--- src/rtl/pipe_ctrl_pkg.sv ---
`default_nettype none
// ============================================================================
// Module      : pipe_ctrl_pkg
// Description : Shared pipeline-control definitions. Holds the register
//               specifier width, the zero-register encoding and the bit
//               layout of the ID/EX field bundle, so the decoder and the
//               hazard controller agree on them.
// Revision    : 1.0 - initial release
// ============================================================================
package pipe_ctrl_pkg;

    localparam int REG_W = 5;
    localparam logic [REG_W-1:0] REG_ZERO = '0;

    // ID/EX field bundle layout: {rd, rt, rs, mult, load}
    localparam int c_IDEX_LOAD_BIT = 0;
    localparam int c_IDEX_MULT_BIT = 1;
    localparam int c_IDEX_RS_LSB   = 2;
    localparam int c_IDEX_RT_LSB   = c_IDEX_RS_LSB + REG_W;
    localparam int c_IDEX_RD_LSB   = c_IDEX_RT_LSB + REG_W;
    localparam int c_IDEX_W        = c_IDEX_RD_LSB + REG_W;

    // True when a produced register is nonzero and matches a consumed one;
    // register 0 is hard-wired and never creates a dependency.
    function automatic logic dep_match(input logic [REG_W-1:0] produced,
                                       input logic [REG_W-1:0] consumed);
        return (produced != REG_ZERO) && (produced == consumed);
    endfunction

endpackage : pipe_ctrl_pkg
`default_nettype wire

--- src/rtl/mul_busy_ctr.sv ---
`default_nettype none
// ============================================================================
// Module      : mul_busy_ctr
// Description : Occupancy timer of the shared multi-cycle multiplier. Loads
//               MUL_LAT on issue, counts down to zero, and remembers the
//               destination register of the in-flight multiply.
// Revision    : 1.0 - initial release
// ============================================================================
module mul_busy_ctr #(
    parameter int MUL_LAT = 32,
    parameter int CNT_W   = 6,
    parameter int REG_W   = 5
) (
    input  logic             clk,
    input  logic             rst,
    input  logic             start,
    input  logic [REG_W-1:0] start_rd,
    output logic             busy,
    output logic             wb,
    output logic [REG_W-1:0] rd
);

    logic [CNT_W-1:0] r_cnt;
    logic [REG_W-1:0] r_rd;

    // Load on issue, otherwise decrement while nonzero so the count saturates at 0
    always_ff @(posedge clk or posedge rst) begin
        if (rst) begin
            r_cnt <= '0;
            r_rd  <= '0;
        end else if (start) begin
            r_cnt <= CNT_W'(MUL_LAT);
            r_rd  <= start_rd;
        end else if (r_cnt != '0) begin
            r_cnt <= r_cnt - CNT_W'(1);
        end
    end

    assign busy = (r_cnt != '0);
    assign wb   = (r_cnt == CNT_W'(1));
    assign rd   = r_rd;

endmodule : mul_busy_ctr
`default_nettype wire

--- src/rtl/pipe_hazard_ctrl.sv ---
`default_nettype none
// ============================================================================
// Module      : pipe_hazard_ctrl
// Description : ID-stage hazard sequencer. Drives hold/kill strobes of the
//               IF/ID and ID/EX registers for load-use stalls, taken-branch
//               and jump flushes and multiplier interlocks, and issues the
//               shared multi-cycle multiplier.
// Revision    : 1.0 - initial release
// ============================================================================
module pipe_hazard_ctrl #(
    parameter int MUL_LAT = 32,
    parameter int CNT_W   = 6,
    parameter int REG_W   = pipe_ctrl_pkg::REG_W
) (
    input  logic             clk,
    input  logic             rst,
    input  logic             id_valid,
    input  logic [REG_W-1:0] id_rs,
    input  logic [REG_W-1:0] id_rt,
    input  logic [REG_W-1:0] id_rd,
    input  logic             id_use_rt,
    input  logic             id_mult,
    input  logic             id_jflag,
    input  logic             ex_load,
    input  logic [REG_W-1:0] ex_rt,
    input  logic             ex_br_tkn,
    output logic             if_hold,
    output logic             if_kill,
    output logic             id_hold,
    output logic             id_kill,
    output logic             mul_start,
    output logic             mul_busy,
    output logic             mul_wb,
    output logic [REG_W-1:0] mul_rd
);

    import pipe_ctrl_pkg::*;

    logic w_lu;
    logic w_mb;
    logic w_stl;

    mul_busy_ctr #(
        .MUL_LAT (MUL_LAT),
        .CNT_W   (CNT_W),
        .REG_W   (REG_W)
    ) u_mul_busy_ctr (
        .clk      (clk),
        .rst      (rst),
        .start    (mul_start),
        .start_rd (id_rd),
        .busy     (mul_busy),
        .wb       (mul_wb),
        .rd       (mul_rd)
    );

    // Hazard detection: load-use, multiplier interlock, and the combined stall
    always_comb begin
        w_lu  = ex_load & id_valid &
                (dep_match(ex_rt, id_rs) | (id_use_rt & dep_match(ex_rt, id_rt)));
        w_mb  = mul_busy & id_valid &
                (id_mult | dep_match(mul_rd, id_rs) | dep_match(mul_rd, id_rt));
        w_stl = (w_lu | w_mb) & ~ex_br_tkn;
    end

    // Priority network: reset, taken branch, stall, jump, idle
    always_comb begin
        if_hold   = 1'b0;
        if_kill   = 1'b0;
        id_hold   = 1'b0;
        id_kill   = 1'b0;
        mul_start = 1'b0;
        if (rst) begin
            if_kill = 1'b1;
            id_kill = 1'b1;
        end else begin
            mul_start = id_valid & id_mult & ~w_stl & ~ex_br_tkn;
            if (ex_br_tkn) begin
                if_kill = 1'b1;
                id_kill = 1'b1;
            end else if (w_stl) begin
                if_hold = 1'b1;
                id_kill = 1'b1;
            end else if (id_jflag & id_valid) begin
                if_kill = 1'b1;
            end
        end
    end

endmodule : pipe_hazard_ctrl
`default_nettype wire

--- config.mk ---
export PLATFORM = sky130hd
export DESIGN_NAME = pipe_hazard_ctrl
export DESIGN_NICKNAME = d
export VERILOG_FILES = /design/src/rtl/pipe_ctrl_pkg.sv /design/src/rtl/mul_busy_ctr.sv /design/src/rtl/pipe_hazard_ctrl.sv
export SDC_FILE = /design/constraint.sdc
export NUM_CORES = 1
export LEC_CHECK = 0
export ABC_AREA = 1
export CORE_UTILIZATION = 50
export CTS_CLUSTER_SIZE = 40
export DETAILED_ROUTE_END_ITERATION = 12
export DONT_BUFFER_PORTS = 1
export HOLD_SLACK_MARGIN = 0.02
export PLACE_DENSITY_LB_ADDON = 0.1
export SLEW_MARGIN = 20
export SYNTH_ARGS = -nofsm -noshare
export SYNTH_HDL_FRONTEND = slang
export SYNTH_SLANG_ARGS = --single-unit
--- constraint.sdc ---
create_clock -name clk -period 2.21 [get_ports clk]
set_clock_uncertainty 0.2 [all_clocks]
set_input_delay 0.5525 -clock clk [delete_from_list [all_inputs] [get_ports clk]]
set_output_delay 0.5525 -clock clk [all_outputs]
set_load 0.005 [all_outputs]
=== Yosys cells after proc, flatten, opt, wreduce, memory -nomap -nowiden ===
Cells that the tools add are included.

* Output and inout bits: 12
* Input bits: 28
* Bits in read-only memories: 0
* Bits in registers: 11
* Logic and storage cells: 44
* RAM bits: 0
* Latch bits: 0
* Memories kept: 0

* Shift-type cells: 0
* Divide/modulo/power cells: 0
* Multiply operators: 0
* Reductions and logical operators: 8
* $lt $le $gt $ge: 0
* Bitwise gates (word level): 16
* Muxes and demuxes: 12
* Add/subtract/negate cells: 1
* Equality and inequality tests: 5

{| class="wikitable"
|+ Operators with widths
! cell !! count
|-
| == test 5 bit || 4
|-
| 2-to-1 mux 6 bit || 2
|-
| bitwise AND 1 bit || 10
|-
| 2-to-1 mux 1 bit || 10
|-
| nonzero test 5 bit || 2
|-
| == test 6 x 1 -> 1 bit (second input constant) || 1
|-
| nonzero test 6 bit || 1
|-
| subtractor 6 x 1 -> 6 bit (second input constant) || 1
|-
| logical AND 1 bit || 4
|-
| bitwise OR 1 bit || 4
|-
| NOT 1 bit || 2
|-
| nonzero test 2 bit || 1
|}

=== Longest topological paths before layout ===
Gate-level depths: netlist (run 1).

* Depth in word-level cells: 12
* Depth in mapped cells: 10
* Mapped depth without buffers: 10

=== Modules after synthesis ===
From an unflattened synthesis (run 1), not the netlist that was laid out.

* Cell total of the unflattened synthesis: 163
* Area total of the unflattened synthesis: 993.5 µm²

{| class="wikitable"
|+ Modules (own cells, without submodules)
! module !! area each (µm²) !! sequential area each (µm²) !! instances !! cells an instance
|-
| mul_busy_ctr || 543.0 || 275.3 || 1 || 65
|-
| pipe_hazard_ctrl || 450.4 || 0.0 || 1 || 98
|}

=== Worst setup path after synthesis (run 1) ===
OpenSTA, ideal clock, no wires.

* Path kind: input to output
* Start: in ex_rt[1]
* End: out if_hold
* Path slack: 0.157 ns
* Stages: 8
* Required time: 1.457 ns
* Arrival: 1.301 ns
* Path buffers: 0
* Cell sequence: inv_1 nand2_1 o21ai_0 nor2_1 nand3_1 a21oi_2 a21oi_4 nor3_1

* Word-level cells in the longest chain between the ends: 10
* Elaborated cells on any way between the ends: 13
* Those cells by class: eq/ne: 2; mux: 3; bitwise: 5; reduce/logical: 3

{| class="wikitable"
|+ RTL lines
! item !! RTL line !! text
|-
| start, declared || pipe_hazard_ctrl.sv:25 || <nowiki>input logic [REG_W-1:0] ex_rt,</nowiki>
|-
| == test 5 bit or nonzero test 5 bit (tied branches) || pipe_ctrl_pkg.sv:27 || <nowiki>return (produced != REG_ZERO) && (produced == consumed);</nowiki>
|-
| logical AND 1 bit || pipe_ctrl_pkg.sv:27 ||
|-
| bitwise AND 1 bit || pipe_hazard_ctrl.sv:60 || <nowiki>(dep_match(ex_rt, id_rs) | (id_use_rt & dep_match(ex_rt, id_rt)));</nowiki>
|-
| bitwise OR 1 bit * || pipe_hazard_ctrl.sv:60 ||
|-
| bitwise AND 1 bit * || pipe_hazard_ctrl.sv:59 || <nowiki>w_lu = ex_load & id_valid &</nowiki>
|-
| bitwise OR 1 bit * || pipe_hazard_ctrl.sv:63 || <nowiki>w_stl = (w_lu | w_mb) & ~ex_br_tkn;</nowiki>
|-
| bitwise AND 1 bit * || pipe_hazard_ctrl.sv:63 ||
|-
| 2-to-1 mux 1 bit * || pipe_hazard_ctrl.sv:81 || <nowiki>end else if (w_stl) begin</nowiki>
|-
| 2-to-1 mux 1 bit * || pipe_hazard_ctrl.sv:78 || <nowiki>if (ex_br_tkn) begin</nowiki>
|-
| 2-to-1 mux 1 bit * || pipe_hazard_ctrl.sv:73 || <nowiki>if (rst) begin</nowiki>
|-
| end, declared || pipe_hazard_ctrl.sv:27 || <nowiki>output logic if_hold,</nowiki>
|}

Mark *: on every way between the ends. The rest lies on a longest branch, timed or not.

=== Worst setup path in the final report (run 1) ===
* Start: reg u_mul_busy_ctr.r_rd[1] (netlist: u_mul_busy_ctr.rd[1])
* End: out if_hold

* Word-level cells in the longest chain between the ends: 10
* Elaborated cells on any way between the ends: 13
* Those cells by class: eq/ne: 2; mux: 3; bitwise: 5; reduce/logical: 3

{| class="wikitable"
|+ RTL lines
! item !! RTL line !! text
|-
| start, declared || mul_busy_ctr.sv:24 || <nowiki>logic [REG_W-1:0] r_rd;</nowiki>
|-
| start signal, assigned || mul_busy_ctr.sv:33 || <nowiki>r_rd <= start_rd;</nowiki>
|-
| == test 5 bit or nonzero test 5 bit (tied branches) || pipe_ctrl_pkg.sv:27 ||
|-
| logical AND 1 bit || pipe_ctrl_pkg.sv:27 ||
|-
| bitwise OR 1 bit || pipe_hazard_ctrl.sv:62 || <nowiki>(id_mult | dep_match(mul_rd, id_rs) | dep_match(mul_rd, id_rt));</nowiki>
|-
| bitwise OR 1 bit * || pipe_hazard_ctrl.sv:62 ||
|-
| bitwise AND 1 bit * || pipe_hazard_ctrl.sv:61 || <nowiki>w_mb = mul_busy & id_valid &</nowiki>
|-
| bitwise OR 1 bit * || pipe_hazard_ctrl.sv:63 ||
|-
| bitwise AND 1 bit * || pipe_hazard_ctrl.sv:63 ||
|-
| 2-to-1 mux 1 bit * || pipe_hazard_ctrl.sv:81 ||
|-
| 2-to-1 mux 1 bit * || pipe_hazard_ctrl.sv:78 ||
|-
| 2-to-1 mux 1 bit * || pipe_hazard_ctrl.sv:73 ||
|}

Marks and branches as above.

==> results.tsv, run 1 <==
stage	metric	value	unit
status	status	finished, violations left	
status	failing checks	negative setup slack	
power	sequential share of power	0.434	
critical_path	CP Capture Type	output pin	
worst_hold_path	HP Class	primary input to register	
timing	setup violators final	4	
critical_path	CP max stage delay	0.46	ns
die	core area	1764	um2
yosys	Seq cells post-synth	11	
die	I/O pin cnt	40	
clocking	Clock Sinks	11	
global_routing	largest net degree at the start of global routing	12	
timing	Final Hold Fails	0	
yosys	Post-Syn Nets	176	
power	Clk network pwr share	0.157	
drt	Iter 0 DRT Violations	12	
clocking	H-tree depth	1	
drt	final wirelength	2.030	mm
drt	wire per inst	11.40	um
placed_design	Post-DP Area	1011	um2
die	Die W	45.93	um
die	die height	45.93	um
cells_and_area	number of diodes	0	
drt	DR vias/cell	5.000	
clocking	clk_lat worst skew	0.26	ns
cells_and_area	Final nets	184	
global_routing	number of global-route vias before repair	809	
global_routing	Overflow after GRT	0	
global_routing	GR Layer Usage met2	0.3380	
timing	maximum clock rate	435.0	MHz
critical_path	CP Class	register to output pin	
drt	First-pass DRT Iterations	4	
power	PD cells	813.2	nW/um2
drt	DRC errors left	0	
power	Internal Pwr Total	516.7	uW
timing	RSZ-0062 raised after global routing	true	
critical_path	maximum net fanout on the critical path	6	
clocking	clock root cell	clkbuf_4	
placed_design	routability cong.	0.7817	
critical_path	buffers and inverters on the worst path	0	
placed_design	IO Port Bufs	0	
critical_path	CP Cell Sequence	xor2_1 -> nor2_1 -> nand4_1 -> nand3_2 -> a21oi_4 -> nor3_2	
clocking	CTS max path bufs	2	
drt	via count	890	
cells_and_area	ratio of cells with drive above 1 in the final layout	0.1438	
cells_and_area	non-filler cells in the finished layout	178	
power	NetSw	359.4	uW
timing	Slew Limit Fails	0	
die	starting density of the core	0.5468	
clocking	number of buffers created by CTS	3	
cells_and_area	Final Core Density	0.6106	
power	Net Sw Frac	0.4102	
yosys	number of warnings issued by yosys	0	
global_routing	first-pass GRT wire length	3.105	mm
global_routing	met3 usage	0.05556	
timing	Tmin final	2.299	ns
power	Worst IR Drop VDD	660.8	uV
timing	PnR worst setup slack	-0.08890	ns
critical_path	slowest stage cell, crit path	dfrtp_2	
global_routing	Total GRT Usage	0.2092	
cells_and_area	fillers	183	
timing	setup_tns	-0.2428	ns
cells_and_area	area growth from synthesis to final layout	11.67	%
placed_design	Setup WS pre-CTS	0.07219	ns
drt	antenna-violating nets left	0	
clocking	clock slew at reported path FFs	0.07	ns
critical_path	critical path's top delay family	simple AND/OR/NAND/NOR gates	
cells_and_area	final instance area	1077	um2
power	combinational share of power	0.409	
global_routing	met1 Use GR	0.2752	
yosys	Post-Syn Instances	146	
critical_path	worst endpoint required time	1.46	ns
timing	Hold Worst Slack	0.2220	ns
yosys	Netlist cell types	20	
flow_run	maxcap violations	0	
critical_path	Critical Path Source Type	register	
global_routing	Most Used Layer, Global Route	met2	
clocking	CTS tree	yes	
placed_design	placed cell count	173	
yosys	post-synthesis sequential area ratio	0.2853	
critical_path	CP arrival	1.55	ns
yosys	post-synthesis cell area	964.7	um2
yosys	Avg Inst Size Synth	6.607	um2
power	Pleak	0.5736	nW
power	Pwr Total	876.0	uW
placed_design	HPWL after detailed placement	1.639	mm
global_routing	initial antenna violation count	0	
timing	final worst path period share	1.040	
die	# rows	15	
die	die area	2109	um2
## timing repair
item                                    4_1_cts  5_1_grt
endpoints found under the hold margin        11        0
setup buffers                                 0        0
gates resized for setup                       6        5
endpoints found under the setup margin        4        4
pin swaps                                     1        6
hold buffers                                  1        0
## power groups by stage
stage | Combinational, mW | Sequential (mW) | Clock [mW]
after floorplan | 0.281 | 0.355 | 0
after global placement | 0.323 | 0.374 | 0
after detailed placement | 0.330 | 0.378 | 0
after CTS | 0.356 | 0.377 | 0.142
after global routing | 0.420 | 0.396 | 0.153
final | 0.358 | 0.380 | 0.138
## per-layer routing
metal	up-vias	wire length, um
li1	466	-
met3	2	136
met1	392	967
met4	0	7
met2	30	919
met5	-	0
## cell families after synthesis
logic type / after synthesis / synth area share
AOI/OAI and AO/OA: 9 / 0.06226
xor gates and xnor gates: 14 / 0.1271
adders and majority gates: 2 / 0.02594
buffers and inverters: 26 / 0.1051
DFF: 11 / 0.2853
other: 1 / 0.003887
and+or+nand+nor: 83 / 0.3904
## layout make-up
class                   instances  area (um2)  area share
multi-input cells             109       613.1      0.5691
flip-flops and latches         11       280.3      0.2602
inverters                      25       93.84     0.08711
repair buffers                  4       32.53     0.03020
well taps                      25       31.28     0.02904
clock buffers                   4       26.28     0.02439
## cell usage in the layout, fill, tap and decap left out, drive strengths merged
cell / n
nor3: 2
and3: 1
a21oi: 4
clkbuf: 4
dfrtp: 11
xnor2: 4
nand4: 9
conb: 1
ha: 2
xor2: 10
nor2: 19
inv: 25
dlygate4sd3: 1
o21ai: 5
buf: 3
nand2: 44
nand3: 8
## registers in the layout (all words and copies together) (netlist names)
name / count
u_mul_busy_ctr.r_cnt: 6
u_mul_busy_ctr.rd: 5
## cells in the mapped netlist (all sizes together)
cell / n / area (um2)
a21oi: 4 / 35.04
nand2: 44 / 165.2
nand4: 9 / 71.32
dfrtp: 11 / 275.3
nor2: 19 / 73.82
inv: 25 / 93.84
nor3: 2 / 10.01
o21ai: 5 / 25.02
conb: 1 / 3.750
ha: 2 / 25.02
and3: 1 / 6.260
xnor2: 4 / 35.03
xor2: 10 / 87.58
buf: 1 / 7.510
nand3: 8 / 50.05
## path summary, 6_finish.rpt
path | startpoint | end | slack, ns | depth (start not counted)
worst max-delay path | u_mul_busy_ctr.rd[1] | if_hold | -0.09 | 6
max in group asynchronous | rst | u_mul_busy_ctr.rd[1] | 0.95 | 2
worst max register to register | u_mul_busy_ctr.rd[1] | u_mul_busy_ctr.r_cnt[5] | 0.48 | 8
worst min register to register | u_mul_busy_ctr.r_cnt[2] | u_mul_busy_ctr.r_cnt[2] | 0.31 | 1
worst min-delay path | id_rd[2] | u_mul_busy_ctr.rd[2] | 0.22 | 2
min in group asynchronous | rst | u_mul_busy_ctr.r_cnt[0] | 0.53 | 2
(Power assumes the default switching activity.)
==> run 2: changes to the inputs <==
--- a/config.mk
+++ b/config.mk
@@ -10,6 +10,7 @@
 export CTS_CLUSTER_SIZE = 40
 export DETAILED_ROUTE_END_ITERATION = 12
 export DONT_BUFFER_PORTS = 1
+export GPL_ROUTABILITY_DRIVEN = 0
 export HOLD_SLACK_MARGIN = 0.02
 export PLACE_DENSITY_LB_ADDON = 0.1
 export SLEW_MARGIN = 20
==> constraint.sdc (replaced) <==
create_clock -name clk -period 2.3 [get_ports clk]
set_clock_uncertainty 0.2 [all_clocks]
set_input_delay 0.575 -clock clk [delete_from_list [all_inputs] [get_ports clk]]
set_output_delay 0.575 -clock clk [all_outputs]
set_load 0.005 [all_outputs]
==> run 2 against run 1 <==
Sequential power is 2% lower. Largest cell class unchanged. Cell count increased by 0.56%. The run still ends with negative setup slack left. Critical endpoint is now mul_start. Highest routed layer unchanged. Global-route usage rose by 1.3 points. Via count up 2.1%. Sequential share of layout area decreased by 0.53 points.
==> results.tsv, run 2 (synthesis results as in run 1) <==
stage	metric	value	unit
timing	Final Hold Fails	0	
die	I/O pin cnt	40	
critical_path	Setup crit start	u_mul_busy_ctr.rd[1]	
critical_path	terminus of the critical flop-to-flop path	u_mul_busy_ctr.rd[0]	
critical_path	worst reg2reg startpoint	u_mul_busy_ctr.rd[2]	
timing	final worst path period share	1.022	
drt	wire per inst	11.94	um
clocking	clock slew at reported path FFs	0.07	ns
placed_design	Setup WS pre-CTS	0.1117	ns
placed_design	Post-DP Area	1003	um2
critical_path	FF-to-FF setup slack	0.48	ns
critical_path	worst endpoint required time	1.52	ns
clocking	CTS tree	yes	
global_routing	first-pass GRT wire length	3.263	mm
drt	Iter 0 DRT Violations	10	
die	starting density of the core	0.5468	
cells_and_area	area growth from synthesis to final layout	14.01	%
drt	final wirelength	2.137	mm
global_routing	Total GRT Usage	0.2221	
drt	First-pass DRT Iterations	4	
cells_and_area	max reg flops	6	
cells_and_area	ratio of cells with drive above 1 in the final layout	0.1818	
power	Internal Pwr Total	514.5	uW
global_routing	Overflow after GRT	0	
drt	via count	909	
power	NetSw	373.5	uW
critical_path	maximum net fanout on the critical path	6	
clocking	clk_lat worst skew	0.27	ns
critical_path	CP Cell Sequence	xor2_1 -> nor2_1 -> nand4_1 -> nand3_2 -> buf_4 -> nand2_2 -> nand4_4 -> inv_2	
critical_path	slowest stage cell, crit path	dfrtp_2	
cells_and_area	commonest non-fill, non-tap cell in the layout	nand2_1	
critical_path	critical path's top delay family	simple AND/OR/NAND/NOR gates	
clocking	number of buffers created by CTS	3	
drt	DRC errors left	0	
timing	Tmin final	2.350	ns
timing	RSZ-0062 raised after global routing	true	
power	PD cells	807.5	nW/um2
drt	DR vias/cell	5.078	
cells_and_area	register area	280.3	um2
critical_path	CP endpoint	mul_start	
cells_and_area	commonest cells after routing, fill and taps aside	nand2_1, inv_1, nor2_1	
power	sequential share of power	0.418	
cells_and_area	final instance area	1100	um2
power	Worst IR Drop VDD	614.5	uV
critical_path	Critical Path Source Type	register	
die	core area	1764	um2
placed_design	HPWL after detailed placement	1.692	mm
die	die area	2109	um2
global_routing	largest net degree at the start of global routing	12	
clocking	CTS max path bufs	2	
placed_design	IO Port Bufs	0	
drt	antenna-violating nets left	0	
global_routing	number of global-route vias before repair	807	
timing	PnR worst setup slack	-0.05042	ns
critical_path	buffers and inverters on the worst path	2	
cells_and_area	Multi-input gate area	628.1	um2
clocking	clock root cell	clkbuf_4	
timing	Slew Limit Fails	0	
die	die height	45.93	um
status	status	finished, violations left	
power	Pleak	0.5767	nW
critical_path	CP Capture Type	output pin	
cells_and_area	Final Core Density	0.6234	
clocking	H-tree depth	1	
critical_path	CP Class	register to output pin	
power	Clk network pwr share	0.152	
critical_path	CP max stage delay	0.47	ns
global_routing	initial antenna violation count	0	
die	# rows	15	
power	Pwr Total	888.0	uW
cells_and_area	fillers	177	
cells_and_area	number of diodes	0	
power	Net Sw Frac	0.4206	
timing	setup violators final	2	
clocking	Clock Sinks	11	
critical_path	Worst path depth	8	
timing	maximum clock rate	425.5	MHz
die	Die W	45.93	um
worst_hold_path	HP Class	primary input to register	
cells_and_area	Biggest register	u_mul_busy_ctr.r_cnt	
status	failing checks	negative setup slack	
critical_path	Reg2Reg Depth	10	
flow_run	maxcap violations	0	
power	combinational share of power	0.430	
cells_and_area	Final nets	185	
critical_path	CP arrival	1.58	ns
run 2: layout make-up:
type / count / share of cell area
multi-input combinational: 109 / 0.5711
inverter: 25 / 0.08532
tap: 25 / 0.02844
sequential: 11 / 0.2548
timing repair buffer: 5 / 0.03641
clock buffer: 4 / 0.02389
run 2: layer usage:
layer | GRT usage | share of wire | vias up
met3 | 0.07143 | 0.080 | 2
li1 | - | - | 473
met1 | 0.2868 | 0.45 | 402
met5 | 0 | 0 | -
met4 | 0.07647 | 0.0066 | 0
met2 | 0.3465 | 0.46 | 32
run 2: worst reg2reg max path, delay by kind of cell, from the launching register on:
kind	cells	cell delay (ns)
flip-flops	1	0.46
AND/OR/NAND/NOR	8	0.71
buffers and inverters	2	0.33
run 2: worst min-delay path by stage:
stage	from	slack [ns]	cells past startpoint	end
2_1_floorplan	rst	0.23	1	u_mul_busy_ctr.r_cnt[0]
4_1_cts	id_rd[4]	0.24	2	u_mul_busy_ctr.rd[4]
3_3_place_gp	rst	0.28	1	u_mul_busy_ctr.rd[4]
5_1_grt	id_rd[4]	0.24	2	u_mul_busy_ctr.rd[4]
3_5_place_dp	rst	0.29	1	u_mul_busy_ctr.rd[4]
6_report	id_rd[4]	0.24	2	u_mul_busy_ctr.rd[4]
run 2: what timing repair did:
action,CTS,global route
endpoints found under the hold margin,11,0
pin swaps,0,7
hold buffers,1,0
resized for setup,9,8
setup buffers,1,1
endpoints found under the setup margin,4,4
run 2: power by group through the flow:
stage / combinational, mW / sequential [mW] / clock, mW
final: 0.382 / 0.371 / 0.135
after global placement: 0.307 / 0.359 / 0
after detailed placement: 0.316 / 0.363 / 0
after global routing: 0.442 / 0.388 / 0.146
after CTS: 0.374 / 0.364 / 0.137
after floorplan: 0.270 / 0.341 / 0
run 2: metrics by stage:
step                      setup TNS [ns]  cells  hold WS (ns)
after floorplan                        0    146        0.2274
after global placement                 0    172        0.2755
after detailed placement               0    172        0.2865
after CTS                      -0.009055    178        0.2388
after global routing             -0.4956    179        0.2377
final                           -0.08160    179        0.2374
==> run 3: changes to the inputs <==
--- a/config.mk
+++ b/config.mk
@@ -12,6 +12,7 @@
 export DONT_BUFFER_PORTS = 1
 export GPL_ROUTABILITY_DRIVEN = 0
 export HOLD_SLACK_MARGIN = 0.02
+export MAX_ROUTING_LAYER = met4
 export PLACE_DENSITY_LB_ADDON = 0.1
 export SLEW_MARGIN = 20
 export SYNTH_ARGS = -nofsm -noshare
==> constraint.sdc (replaced) <==
create_clock -name clk -period 2.75 [get_ports clk]
set_clock_uncertainty 0.2 [all_clocks]
set_input_delay 0.6875 -clock clk [delete_from_list [all_inputs] [get_ports clk]]
set_output_delay 0.6875 -clock clk [all_outputs]
set_load 0.005 [all_outputs]
==> run 3 against run 2 <==
The flow now finishes without violations. Clock power shrank 13%. Sequential power shrank 19%. Register-to-register slack gained 0.46 ns. Worst setup slack gained 0.17 ns. Cell count shrank 1.1%. Critical path depth is the same. Combinational power shrank 28%. Critical path type unchanged. Highest routed layer unchanged.
==> results.tsv, run 3 (synthesis results as in run 1) <==
stage	metric	value	unit
cells_and_area	non-filler cells in the finished layout	177	
drt	via count	903	
power	NetSw	292.6	uW
clocking	H-tree depth	1	
cells_and_area	commonest non-fill, non-tap cell in the layout	nand2_1	
die	starting density of the core	0.5468	
clocking	Clock Sinks	11	
timing	setup_tns	0	ns
power	Worst IR Drop VDD	555.8	uV
timing	maximum clock rate	380.8	MHz
cells_and_area	Final Core Density	0.5929	
clocking	CTS max path bufs	2	
global_routing	GR Layer Usage met2	0.3465	
power	Net Sw Frac	0.4213	
drt	DRC errors left	0	
placed_design	IO Port Bufs	0	
global_routing	largest net degree at the start of global routing	12	
power	Internal Pwr Total	401.9	uW
power	Pwr Total	694.5	uW
timing	Final Hold Fails	0	
placed_design	placed cell count	170	
status	status	completed	
clocking	clk_lat worst skew	0.28	ns
cells_and_area	commonest cells after routing, fill and taps aside	nand2_1, inv_1, nor2_1	
die	die height	45.93	um
drt	wire per inst	11.86	um
critical_path	Critical Path Source Type	register	
global_routing	Overflow after GRT	0	
global_routing	number of global-route vias before repair	813	
drt	final wirelength	2.100	mm
power	PD cells	663.9	nW/um2
cells_and_area	area growth from synthesis to final layout	8.430	%
critical_path	worst endpoint required time	1.86	ns
global_routing	initial antenna violation count	0	
critical_path	CP Capture Type	output pin	
cells_and_area	Multi-input gate area	595.6	um2
power	Clk network pwr share	0.168	
global_routing	met1 Use GR	0.2847	
timing	Slew Limit Fails	0	
cells_and_area	number of diodes	0	
die	die area	2109	um2
critical_path	maximum net fanout on the critical path	9	
timing	PnR worst setup slack	0.1242	ns
cells_and_area	ratio of cells with drive above 1 in the final layout	0.09868	
clocking	CTS tree	yes	
power	sequential share of power	0.435	
cells_and_area	fillers	191	
placed_design	Setup WS pre-CTS	0.3212	ns
clocking	clock slew at reported path FFs	0.08	ns
cells_and_area	register area	275.3	um2
die	# rows	15	
global_routing	Most Used Layer, Global Route	met2	
critical_path	CP Class	register to output pin	
cells_and_area	Biggest register	u_mul_busy_ctr.r_cnt	
die	Die W	45.93	um
flow_run	maxcap violations	0	
critical_path	CP arrival	1.74	ns
clocking	number of buffers created by CTS	3	
drt	antenna-violating nets left	0	
drt	First-pass DRT Iterations	4	
die	core area	1764	um2
cells_and_area	max reg flops	6	
global_routing	Total GRT Usage	0.2193	
power	Pleak	0.5768	nW
timing	setup violators final	0	
global_routing	met3 usage	0.03571	
global_routing	first-pass GRT wire length	3.153	mm
worst_hold_path	HP Class	primary input to async pin	
drt	Iter 0 DRT Violations	20	
clocking	# hold bufs at CTS	0	
clocking	clock root cell	clkbuf_4	
drt	DR vias/cell	5.102	
cells_and_area	Final nets	183	
timing	Tmin final	2.626	ns
power	combinational share of power	0.396	
placed_design	HPWL after detailed placement	1.681	mm
timing	final worst path period share	0.9548	
die	I/O pin cnt	40	
==> run 3: worst max-delay path, stage by stage, from the launching register on <==
cell     delay, ns
dfrtp_1       0.40
inv_1         0.11
ha_2          0.23
nand3_2       0.15
nand2_1       0.10
inv_1         0.07
nand2_1       0.11
nand4_4       0.16
inv_1         0.12
==> run 3: repair_timing <==
action / 4_1_cts / 5_1_grt
resized for setup: 0 / 2
setup buffers: 0 / 3
endpoints found under the setup margin: 0 / 2
==> run 3: final cells by class <==
cell class	instances	area share
clock inverter	1	0.004785
tap	25	0.02990
clock buffer	3	0.02153
timing repair buffer	3	0.02153
multi-input combinational	109	0.5694
sequential	11	0.2632
inverter	25	0.08971
==> run 3: path summary, 6_finish.rpt <==
path	startpoint	endpoint	slack [ns]	cells after the start
setup / recovery	u_mul_busy_ctr.r_cnt[0]	mul_start	0.12	8
hold / removal	rst	u_mul_busy_ctr.r_cnt[0]	0.08	1
setup reg to reg	u_mul_busy_ctr.r_cnt[0]	u_mul_busy_ctr.rd[2]	0.94	9
hold reg to reg	u_mul_busy_ctr.r_cnt[2]	u_mul_busy_ctr.r_cnt[2]	0.32	1
max in group asynchronous	rst	u_mul_busy_ctr.rd[1]	1.98	1
min in group clk	u_mul_busy_ctr.r_cnt[2]	u_mul_busy_ctr.r_cnt[2]	0.32	1
==> run 3: power by group through the flow <==
| stage | clock network (mW) | registers, mW | logic [mW] |
|---|---|---|---|
| 3_3_place_gp | 0 | 0.300 | 0.253 |
| 5_1_grt | 0.124 | 0.313 | 0.325 |
| 3_5_place_dp | 0 | 0.303 | 0.265 |
| 4_1_cts | 0.115 | 0.300 | 0.266 |
| 2_1_floorplan | 0 | 0.285 | 0.226 |
| 6_report | 0.117 | 0.302 | 0.275 |
==> run 3: through the flow <==
| step | hold WS (ns) | cell area, um2 |
|---|---|---|
| floorplan | 0.2638 | 964.7 |
| finish | 0.07940 | 1046 |
| global route | 0.1164 | 1046 |
| CTS | 0.09707 | 1016 |
| detailed placement | 0.2904 | 988.4 |
| global placement | 0.2864 | 988.4 |
==> run 3: layer usage <==
metal	up-vias	share of wire
li1	464	-
met1	397	0.48
met2	38	0.46
met3	4	0.058
met4	0	0.010
met5	-	0
